[src/rtl/vga_fill_pkg.sv]
// Shared types and default geometry for the vga text filler.
//   mode_e  : command modes carried on cmd_mode
//   state_e : filler FSM states
//   Def*    : default screen geometry and glyph width
package vga_fill_pkg;

  localparam int unsigned DefCols  = 80;
  localparam int unsigned DefRows  = 24;
  localparam int unsigned DefCharW = 8;

  typedef enum logic [1:0] {
    ModeClear = 2'd0,
    ModeFill  = 2'd1,
    ModeRamp  = 2'd2,
    ModeCycle = 2'd3
  } mode_e;

  typedef enum logic [1:0] {
    StIdle,
    StRun,
    StWait,
    StDone
  } state_e;

endpackage

[src/rtl/vga_fill_pacer.sv]
// Write pacer: after each restart, tick_o rises once TICK_DIV-1 further clocks have
// elapsed, so consecutive cell writes land TICK_DIV clocks apart.
//   clk_i     : clock
//   rst_ni    : asynchronous active-low reset
//   restart_i : pulse in the cycle a cell is written
//   tick_o    : next cell may be written at the coming edge
module vga_fill_pacer #(
  parameter int unsigned TICK_DIV = 20000
) (
  input  logic clk_i,
  input  logic rst_ni,
  input  logic restart_i,
  output logic tick_o
);

  localparam int unsigned CntW = (TICK_DIV > 1) ? $clog2(TICK_DIV) : 1;
  localparam logic [CntW-1:0] CntLast = CntW'(TICK_DIV - 1);

  logic [CntW-1:0] cnt_q, cnt_d;

  // The write cycle itself counts as the first clock of the interval.
  always_comb begin
    cnt_d = cnt_q;
    if (restart_i) begin
      cnt_d = CntW'(1);
    end else if (cnt_q < CntLast) begin
      cnt_d = cnt_q + 1'b1;
    end
  end

  always_ff @(posedge clk_i or negedge rst_ni) begin
    if (!rst_ni) begin
      cnt_q <= '0;
    end else begin
      cnt_q <= cnt_d;
    end
  end

  assign tick_o = (cnt_q >= CntLast);

endmodule

[src/rtl/vga_text_filler.sv]
// Command-driven writer into the vga text core character buffer. Walks every cell of a
// COLS x ROWS screen, one strobe per cell, in CLEAR / FILL / RAMP / CYCLE mode.
//   CLK, RST_N        : clock, asynchronous active-low reset
//   cmd_valid/ready   : command handshake; cmd_mode, cmd_char latched on acceptance
//   stop              : abort at the next cell boundary
//   write_char/_pos/_strobe : registered write port to the vga core
//   busy              : command in progress
//   done              : one-cycle pulse on completion or abort
// Build option: VGA_TEXT_FILLER_PACE_EN enables the TICK_DIV pacer; otherwise one cell is
// written every two clocks.
module vga_text_filler
  import vga_fill_pkg::*;
#(
  parameter int unsigned COLS       = DefCols,
  parameter int unsigned ROWS       = DefRows,
  parameter int unsigned CHAR_W     = DefCharW,
  parameter int unsigned ADDR_W     = 11,
  parameter int unsigned NUM_GLYPHS = 5,
  parameter int unsigned TICK_DIV   = 20000
) (
  input  logic              CLK,
  input  logic              RST_N,
  input  logic              cmd_valid,
  output logic              cmd_ready,
  input  logic [1:0]        cmd_mode,
  input  logic [CHAR_W-1:0] cmd_char,
  input  logic              stop,
  output logic [CHAR_W-1:0] write_char,
  output logic [ADDR_W-1:0] write_char_pos,
  output logic              write_char_strobe,
  output logic              busy,
  output logic              done
);

  localparam int unsigned CELLS = COLS * ROWS;
  localparam logic [ADDR_W-1:0] LastAddr  = ADDR_W'(CELLS - 1);
  localparam logic [CHAR_W-1:0] LastGlyph = CHAR_W'(NUM_GLYPHS - 1);

  state_e            state_q;
  mode_e             mode_q;
  logic [CHAR_W-1:0] fill_q;
  logic [CHAR_W-1:0] ramp_q;
  logic [CHAR_W-1:0] glyph_q;
  logic [ADDR_W-1:0] addr_q;
  logic              ready_q;
  logic              busy_q;
  logic              done_q;
  logic              strobe_q;
  logic [CHAR_W-1:0] char_q;
  logic [ADDR_W-1:0] pos_q;

  logic              tick;
  logic              last_cell;
  logic [CHAR_W-1:0] cell_char;
  logic [CHAR_W-1:0] start_glyph;

`ifdef VGA_TEXT_FILLER_PACE_EN
  logic restart;

  assign restart = (state_q == StRun);

  vga_fill_pacer #(
    .TICK_DIV(TICK_DIV)
  ) u_pacer (
    .clk_i    (CLK),
    .rst_ni   (RST_N),
    .restart_i(restart),
    .tick_o   (tick)
  );
`else
  // Unpaced: WAIT always lasts exactly one cycle. TICK_DIV is >= 1, so this is constant 1.
  assign tick = (TICK_DIV != 0);
`endif

  assign last_cell   = (addr_q == LastAddr);
  assign start_glyph = CHAR_W'(32'(cmd_char) % NUM_GLYPHS);

  always_comb begin
    cell_char = '0;
    unique case (mode_q)
      ModeClear: cell_char = '0;
      ModeFill:  cell_char = fill_q;
      ModeRamp:  cell_char = ramp_q;
      ModeCycle: cell_char = glyph_q;
    endcase
  end

  always_ff @(posedge CLK or negedge RST_N) begin
    if (!RST_N) begin
      state_q  <= StIdle;
      mode_q   <= ModeClear;
      fill_q   <= '0;
      ramp_q   <= '0;
      glyph_q  <= '0;
      addr_q   <= '0;
      ready_q  <= 1'b0;
      busy_q   <= 1'b0;
      done_q   <= 1'b0;
      strobe_q <= 1'b0;
      char_q   <= '0;
      pos_q    <= '0;
    end else begin
      strobe_q <= 1'b0;
      done_q   <= 1'b0;
      unique case (state_q)
        StIdle: begin
          if (cmd_valid && ready_q) begin
            mode_q  <= mode_e'(cmd_mode);
            fill_q  <= cmd_char;
            glyph_q <= start_glyph;
            ramp_q  <= '0;
            addr_q  <= '0;
            ready_q <= 1'b0;
            busy_q  <= 1'b1;
            state_q <= StRun;
          end else begin
            ready_q <= 1'b1;
          end
        end
        StRun: begin
          strobe_q <= 1'b1;
          pos_q    <= addr_q;
          char_q   <= cell_char;
          addr_q   <= last_cell ? '0 : addr_q + 1'b1;
          // Ramp glyph tracks addr mod NUM_GLYPHS without a divider.
          ramp_q   <= (ramp_q == LastGlyph) ? '0 : ramp_q + 1'b1;
          if (last_cell) begin
            glyph_q <= (glyph_q == LastGlyph) ? '0 : glyph_q + 1'b1;
          end
          if (stop || (last_cell && (mode_q != ModeCycle))) begin
            busy_q  <= 1'b0;
            state_q <= StDone;
          end else begin
            state_q <= StWait;
          end
        end
        StWait: begin
          if (stop) begin
            busy_q  <= 1'b0;
            state_q <= StDone;
          end else if (tick) begin
            state_q <= StRun;
          end
        end
        StDone: begin
          done_q  <= 1'b1;
          ready_q <= 1'b1;
          state_q <= StIdle;
        end
        default: state_q <= StIdle;
      endcase
    end
  end

  assign cmd_ready         = ready_q;
  assign busy              = busy_q;
  assign done              = done_q;
  assign write_char_strobe = strobe_q;
  assign write_char        = char_q;
  assign write_char_pos    = pos_q;

endmodule

[config.mk]
export PLATFORM = sky130hd
export DESIGN_NAME = vga_text_filler
export DESIGN_NICKNAME = d
export VERILOG_FILES = /design/src/rtl/vga_fill_pkg.sv /design/src/rtl/vga_fill_pacer.sv /design/src/rtl/vga_text_filler.sv
export SDC_FILE = /design/constraint.sdc
export NUM_CORES = 1
export LEC_CHECK = 0
export CORE_MARGIN = 1
export CORE_UTILIZATION = 40
export CTS_CLUSTER_DIAMETER = 50
export DETAILED_ROUTE_END_ITERATION = 8
export HOLD_SLACK_MARGIN = 0.02
export SKIP_CTS_REPAIR_TIMING = 1
export SLEW_MARGIN = 20
export SYNTH_ARGS = -nofsm -noshare
export SYNTH_HDL_FRONTEND = slang
export SYNTH_SLANG_ARGS = --single-unit
[constraint.sdc]
create_clock -name CLK -period 5 [get_ports CLK]
set_input_delay 1.25 -clock CLK [delete_from_list [all_inputs] [get_ports CLK]]
set_output_delay 1.25 -clock CLK [all_outputs]
set_load 0.01 [all_outputs]
==> summary.md <==
| Metric | Value |
|---|---|
| Status | finished with violations |
| Failing checks | negative setup slack |
| CTS Buf Count | 9 |
| Non-filler instance count after layout | 744 |
| RSZ-0062 raised after global routing | yes |
| Largest net degree at the start of global routing | 45 |
| Critical Path AT | 5.40 ns |
| Main flop type after synthesis | dfrtp_1 |
| P_leak | 0.00257 µW |
| Worst reg2reg path depth | 10 |
| Final Max Tran Viols | 0 |
| Grt total ovfl | 0 |
| Cell taking the most area after synthesis | dfrtp_1 |
| Clock buffer depth | 2 |
| Vias | 4193 |
| Critical Path Source Type | input port |
| Layout area overhead | 32.9% |
| Worst VDD drop | 0.357 mV |
| Data required time at the worst endpoint | 5.24 ns |
| Die Ht | 107 µm |
| Number of max-cap violations | 0 |
| Die width | 107 µm |
| Placed insts | 725 |
| DR WL/cell | 15.9 µm |
| Post-Synth Simple-Gate Area | 20.2% |
| Insertion delay to the later sink of the worst-skew pair | 0.35 ns |
| Crit end category | register |
| CTS tree | yes |
| Sw Pwr | 1180 µW |
| Top cells by area, synth | dfrtp_1 (35%), mux2_2 (6.4%), ha_1 (4.6%) |
| Post-Synth Adder-Cell Area | 4.56% |
| # diodes | 0 |
| F_max | 194 MHz |
| Crit path largest cell delay | 0.48 ns |
| DRC | 0 |
| Async set-or-reset flop fraction in the synthesized netlist | 100% |
| Drt pass-1 iters | 5 |
| IO Count | 37 |
| Share of power burned in registers | 30.6% |
| Netlist Area Pre-Place | 4390 µm² |
| Slowest-stage cell, CP | or4_1 |
| Initial antenna violation count | 0 |
| Core area | 10500 µm² |
| Setup violations, final | 8 |
| Gr usage total | 21.0% |
| Fin crit share | 103% |
| HPWL Detailed | 8.81 mm |
| Clock Skew | 0.0187 ns |
| # rows | 37 |
| Synth top area share | 35.3% |
| Compound-Gate Fraction of Synth Area | 25.4% |
| Synthesized instance count | 493 |
| Final wirelength | 11.8 mm |
| Cell Chain, Critical Path | buf_8 > nor2_4 > inv_2 > ha_4 > and3b_1 > a211o_1 > and3_4 > a311o_1 > and2_4 > nor2_4 > xnor2_2 > ha_2 > nor3b_4 > a211oi_2 > o2bb2ai_2 > o211a_1 > a211oi_1 > a211oi_1 > or3_4 > or4_1 > o311ai_1 |
| Vias in the first global route | 3927 |
| CTS Sinks | 62 |
| FF+latch count, synth | 62 |
| Rel. slew slack | 34.0% |
| First-pass GRT wire length | 19.1 mm |
| Register clock-pin slew on the reported worst setup and hold paths | 0.07 ns |
| # port buffers | 36 |
| Fill count | 957 |
| Setup slack after layout | -0.163 ns |
| Sw Ratio | 42.4% |
| Initial Util | 41.8% |
| Netlist cell types | 72 |
| Tmin final | 5.16 ns |
| Antenna-violating nets left | 0 |
| GP Congestion | 0.872 |
| Placed cell areas | 5520 µm² |
| Mux cell area share after synthesis | 7.55% |
| Crit-path max FO | 5 |
| Commonest non-fill, non-tap cells in the layout | buf_4 (85), dfrtp_1 (62), nor2_1 (42) |
| Hold Path Depth | 2 |
| Syn Nets | 523 |
| Main combinational cell family by area after synthesis | compound AO/OA/AOI/OAI gates |
| Finished Core Util | 55.6% |
| Post-synth EDFFs | 0 |
| Layout cell share with drive strength beyond 1 | 28.0% |
| Xor/xnor share of the synthesized area | 3.19% |
| Combinational Power Share | 53.3% |
| Min-delay worst type | register to register |
| Cell Pwr Density | 475 nW/µm² |
| Final Hold Vio Count | 0 |
| R2r setup slk | 1.74 ns |
| Sequential area share after synthesis | 35.3% |
| Syn avg cell area | 8.91 µm² |
| Final Cell Area | 5840 µm² |
| H-tree levels | 3 |
| Setup CP Type | input port to register |
| Internal power | 1600 µW |
| Vias per cell | 5.64 |
| Root Buffer | clkbuf_8 |
| Clk pwr share | 16.1% |
| Die ar. | 11400 µm² |
| Number of DRC markers after the initial detailed-route iteration | 215 |
| Worst-Margin Slew | 0.990 ns |
| Number of synthesis warnings | 0 |
| Commonest non-fill, non-tap cell in the layout | buf_4 |
| Nets | 633 |
registers in the layout (all words and copies together) (netlist names):
name               flops
addr_q                11
write_char_pos        11
fill_q                 8
glyph_q                8
ramp_q                 8
write_char             8
mode_q                 2
state_q                2
busy                   1
cmd_ready              1
done                   1
write_char_strobe      1
per-stage QoR:
stage	power, µW	hold slack [ns]	worst slack [ns]	setup TNS (ns)
final	2780	0.482	-0.163	-0.712
after CTS	2730	0.487	-0.677	-5.09
after floorplan	1740	0.450	-0.658	-4.40
after global placement	2250	0.469	-0.948	-7.21
after global routing	2980	0.516	-0.396	-2.54
after detailed placement	2280	0.472	-1.02	-7.87
final timing paths:
kind,startpoint,endpoint
min in group asynchronous,RST_N,addr_q[2]
worst min-delay path,fill_q[2],fill_q[2]
max in group asynchronous,RST_N,mode_q[0]
worst min register to register,fill_q[2],fill_q[2]
worst max-delay path,cmd_char[6],glyph_q[1]
worst max register to register,addr_q[0],glyph_q[6]
cell type report:
type / count / area [µm²] / area share, %
Tap cell: 136 / 170 / 2.91
Sequential cell: 62 / 1550 / 26.6
Timing Repair Buffer: 122 / 1020 / 17.4
Multi-Input combinational cell: 390 / 2830 / 48.5
Inverter: 18 / 67.6 / 1.16
Clock buffer: 10 / 138 / 2.36
Clock inverter: 6 / 61.3 / 1.05
synthesized netlist by cell type (all sizes together), types with 11 or more instances:
cell type and instances:
buf 11, a21oi 28, nor3 12, mux2 25, inv 18, dfrtp 62
ha 16, xnor2 11, clkbuf 12, nor2 46, nand3 16, nand2 35
nand2b 13, o21ai 41
power by group through the flow:
stage | clock, µW | combinational [µW] | sequential [µW]
floorplan | 0 | 926 | 814
global placement | 0 | 1400 | 850
detailed placement | 0 | 1420 | 857
CTS | 450 | 1430 | 849
global route | 477 | 1630 | 878
finish | 446 | 1480 | 851
cell families (layout without fill, tap and decap cells):
group | after synthesis | count (layout)
compound gates | 159 | 159
simple gates | 169 | 169
buf+inv | 41 | 156
mux | 30 | 30
fa+ha+maj | 16 | 16
xor+xnor | 16 | 16
flops | 62 | 62
worst max-delay path: cells and delay by family:
family                     cells  cell delay (ns)
and+or+nand+nor                8             1.84
AOI/OAI and AO/OA              8             1.56
adders and majority gates      2             0.47
buffers and inverters          2             0.15
xor gates and xnor gates       1             0.13
per-layer routing:
layer | vias to the layer above | share of wire, % | wire (µm) | track usage (%)
met5 | - | 0 | 0 | 0
met4 | 0 | 2.8 | 329 | 9.20
met3 | 23 | 3.4 | 407 | 2.74
met2 | 112 | 48 | 5650 | 33.7
met1 | 1987 | 46 | 5430 | 28.4
li1 | 2071 | - | - | -
Power figures use the tool's default switching activity.
==> RTL change (same flow settings) <==
The package constant `DefCharW` goes from 8 to 16.
--- a/src/rtl/vga_fill_pkg.sv
+++ b/src/rtl/vga_fill_pkg.sv
@@ -6,7 +6,7 @@
 
   localparam int unsigned DefCols  = 80;
   localparam int unsigned DefRows  = 24;
-  localparam int unsigned DefCharW = 8;
+  localparam int unsigned DefCharW = 16;
 
   typedef enum logic [1:0] {
     ModeClear = 2'd0,
Ports: changed (resized cmd_char and write_char); port bits go from 37 to 53. No check against the original RTL was run, so the function may have changed too.
==> RTL change against the unedited design <==
- the flow still finishes with violations (negative setup slack)
- critical path depth is 20 higher
- worst setup slack worse by 4.8 ns
- highest routed layer unchanged
- critical endpoint is now glyph_q[12]$_DFFE_PN0P_
- global-route usage increased by 5.5 points
- power rose to 3.0 times the old value
- design area grew to 2.6 times the old value
- wire length rose to 3.1 times the old value
- area after synthesis rose by 130%
- via count grew to 2.9 times the old value
- sequential cell count is 32 higher
==> RTL change: results (changes against the unedited design) <==
[metrics] Worst Hold End: fill_q[0]$_DFFE_PN0P_
[metrics] fin worst setup slack: -4.97 ns (-4.81 ns)
[metrics] Setup TNS: -78.34 ns (-77.63 ns)
[metrics] status: finished with violations
[metrics] number of nets in the final layout: 1777 (+180%)
[metrics] cell family with most CP delay: compound AO/OA/AOI/OAI gates
[metrics] worst endpoint data arrival time: 10.23 ns (+4.83 ns)
[metrics] violations in the final reports: negative setup slack
[metrics] number of cells on the worst reg-to-reg path: 9 (-1)
[metrics] launch point of the critical path: cmd_char[14]
[metrics] Cell Area, Placed: 14200 µm² (+160%)
[metrics] delay of the slowest critical-path stage: 0.46 ns (-0.02 ns)
[metrics] drt total wl: 36300 µm (+210%)
[metrics] worst setup timing slack at the placement stage: -5.79 ns (-4.76 ns)
[metrics] origin of the worst min-delay path: fill_q[0]$_DFFE_PN0P_
[metrics] distinct cell type count of the synthesized netlist: 111 (+54%)
[metrics] post-synthesis sequential area ratio: 23.0% (-12 points)
[metrics] portion of total power attributed to sequential cells: 16.5% (-14 points)
[metrics] pin count of the biggest net entering global routing: 75 (+67%)
[metrics] number of global-route vias before repair: 11300 (+190%)
[metrics] endpoints failing setup: 16 (+8)
[metrics] cell area power density: 533 nW/µm² (+12%)
[metrics] fraction of layout instances using a drive strength above 1: 38.6% (+11 points)
[metrics] placer's final routability congestion estimate: 0.922 (+5.8%)
[metrics] Psw: 3.75 mW (+220%)
[metrics] synth cell count leaders: sky130_fd_sc_hd__nand2_1, sky130_fd_sc_hd__nor2_1, sky130_fd_sc_hd__dfrtp_1
[metrics] first-pass GRT wire length: 57100 µm (+200%)
[metrics] biggest area contributors in the synthesized netlist: sky130_fd_sc_hd__dfrtp_1, sky130_fd_sc_hd__nand2_1, sky130_fd_sc_hd__nor2_1
[metrics] Global Route Usage Sum: 26.5% (+5.5 points)
[metrics] number of filler instances in the final layout: 2209 (+130%)
[metrics] nets in the synthesized netlist: 1355 (+160%)
[metrics] worst hold margin: 0.483 ns (+0.000587 ns)
[metrics] routed vias: 12100 (+190%)
-- RTL change: cells by family (layout without fill, tap and decap cells) --
logic type	count (synthesis)	count (layout)	synth area share, %
xor+xnor	61	61	5.29
buf+inv	102	527	4.26
flops	94	94	23.0
compound gates	449	449	31.4
mux	57	57	6.04
simple gates	535	536	27.7
fa+ha+maj	19	19	2.27
-- RTL change: layout make-up --
cell class	count	area [µm²]	share of cell area [%]
Tap cell	330	413	2.67
Sequential cell	94	2350	15.2
Clock buffer	12	256	1.66
Multi-Input combinational cell	1122	8480	54.8
Clock inverter	3	43.8	0.283
Timing Repair Buffer	479	3790	24.5
Inverter	33	124	0.801
-- RTL change: routing by layer --
layer | vias to the layer above | share of wire, % | track usage [%]
met5 | - | 0 | 0
met4 | 0 | 1.6 | 5.53
met3 | 40 | 3.7 | 2.02
met2 | 300 | 48 | 44.4
met1 | 5856 | 47 | 37.3
li1 | 5872 | - | -
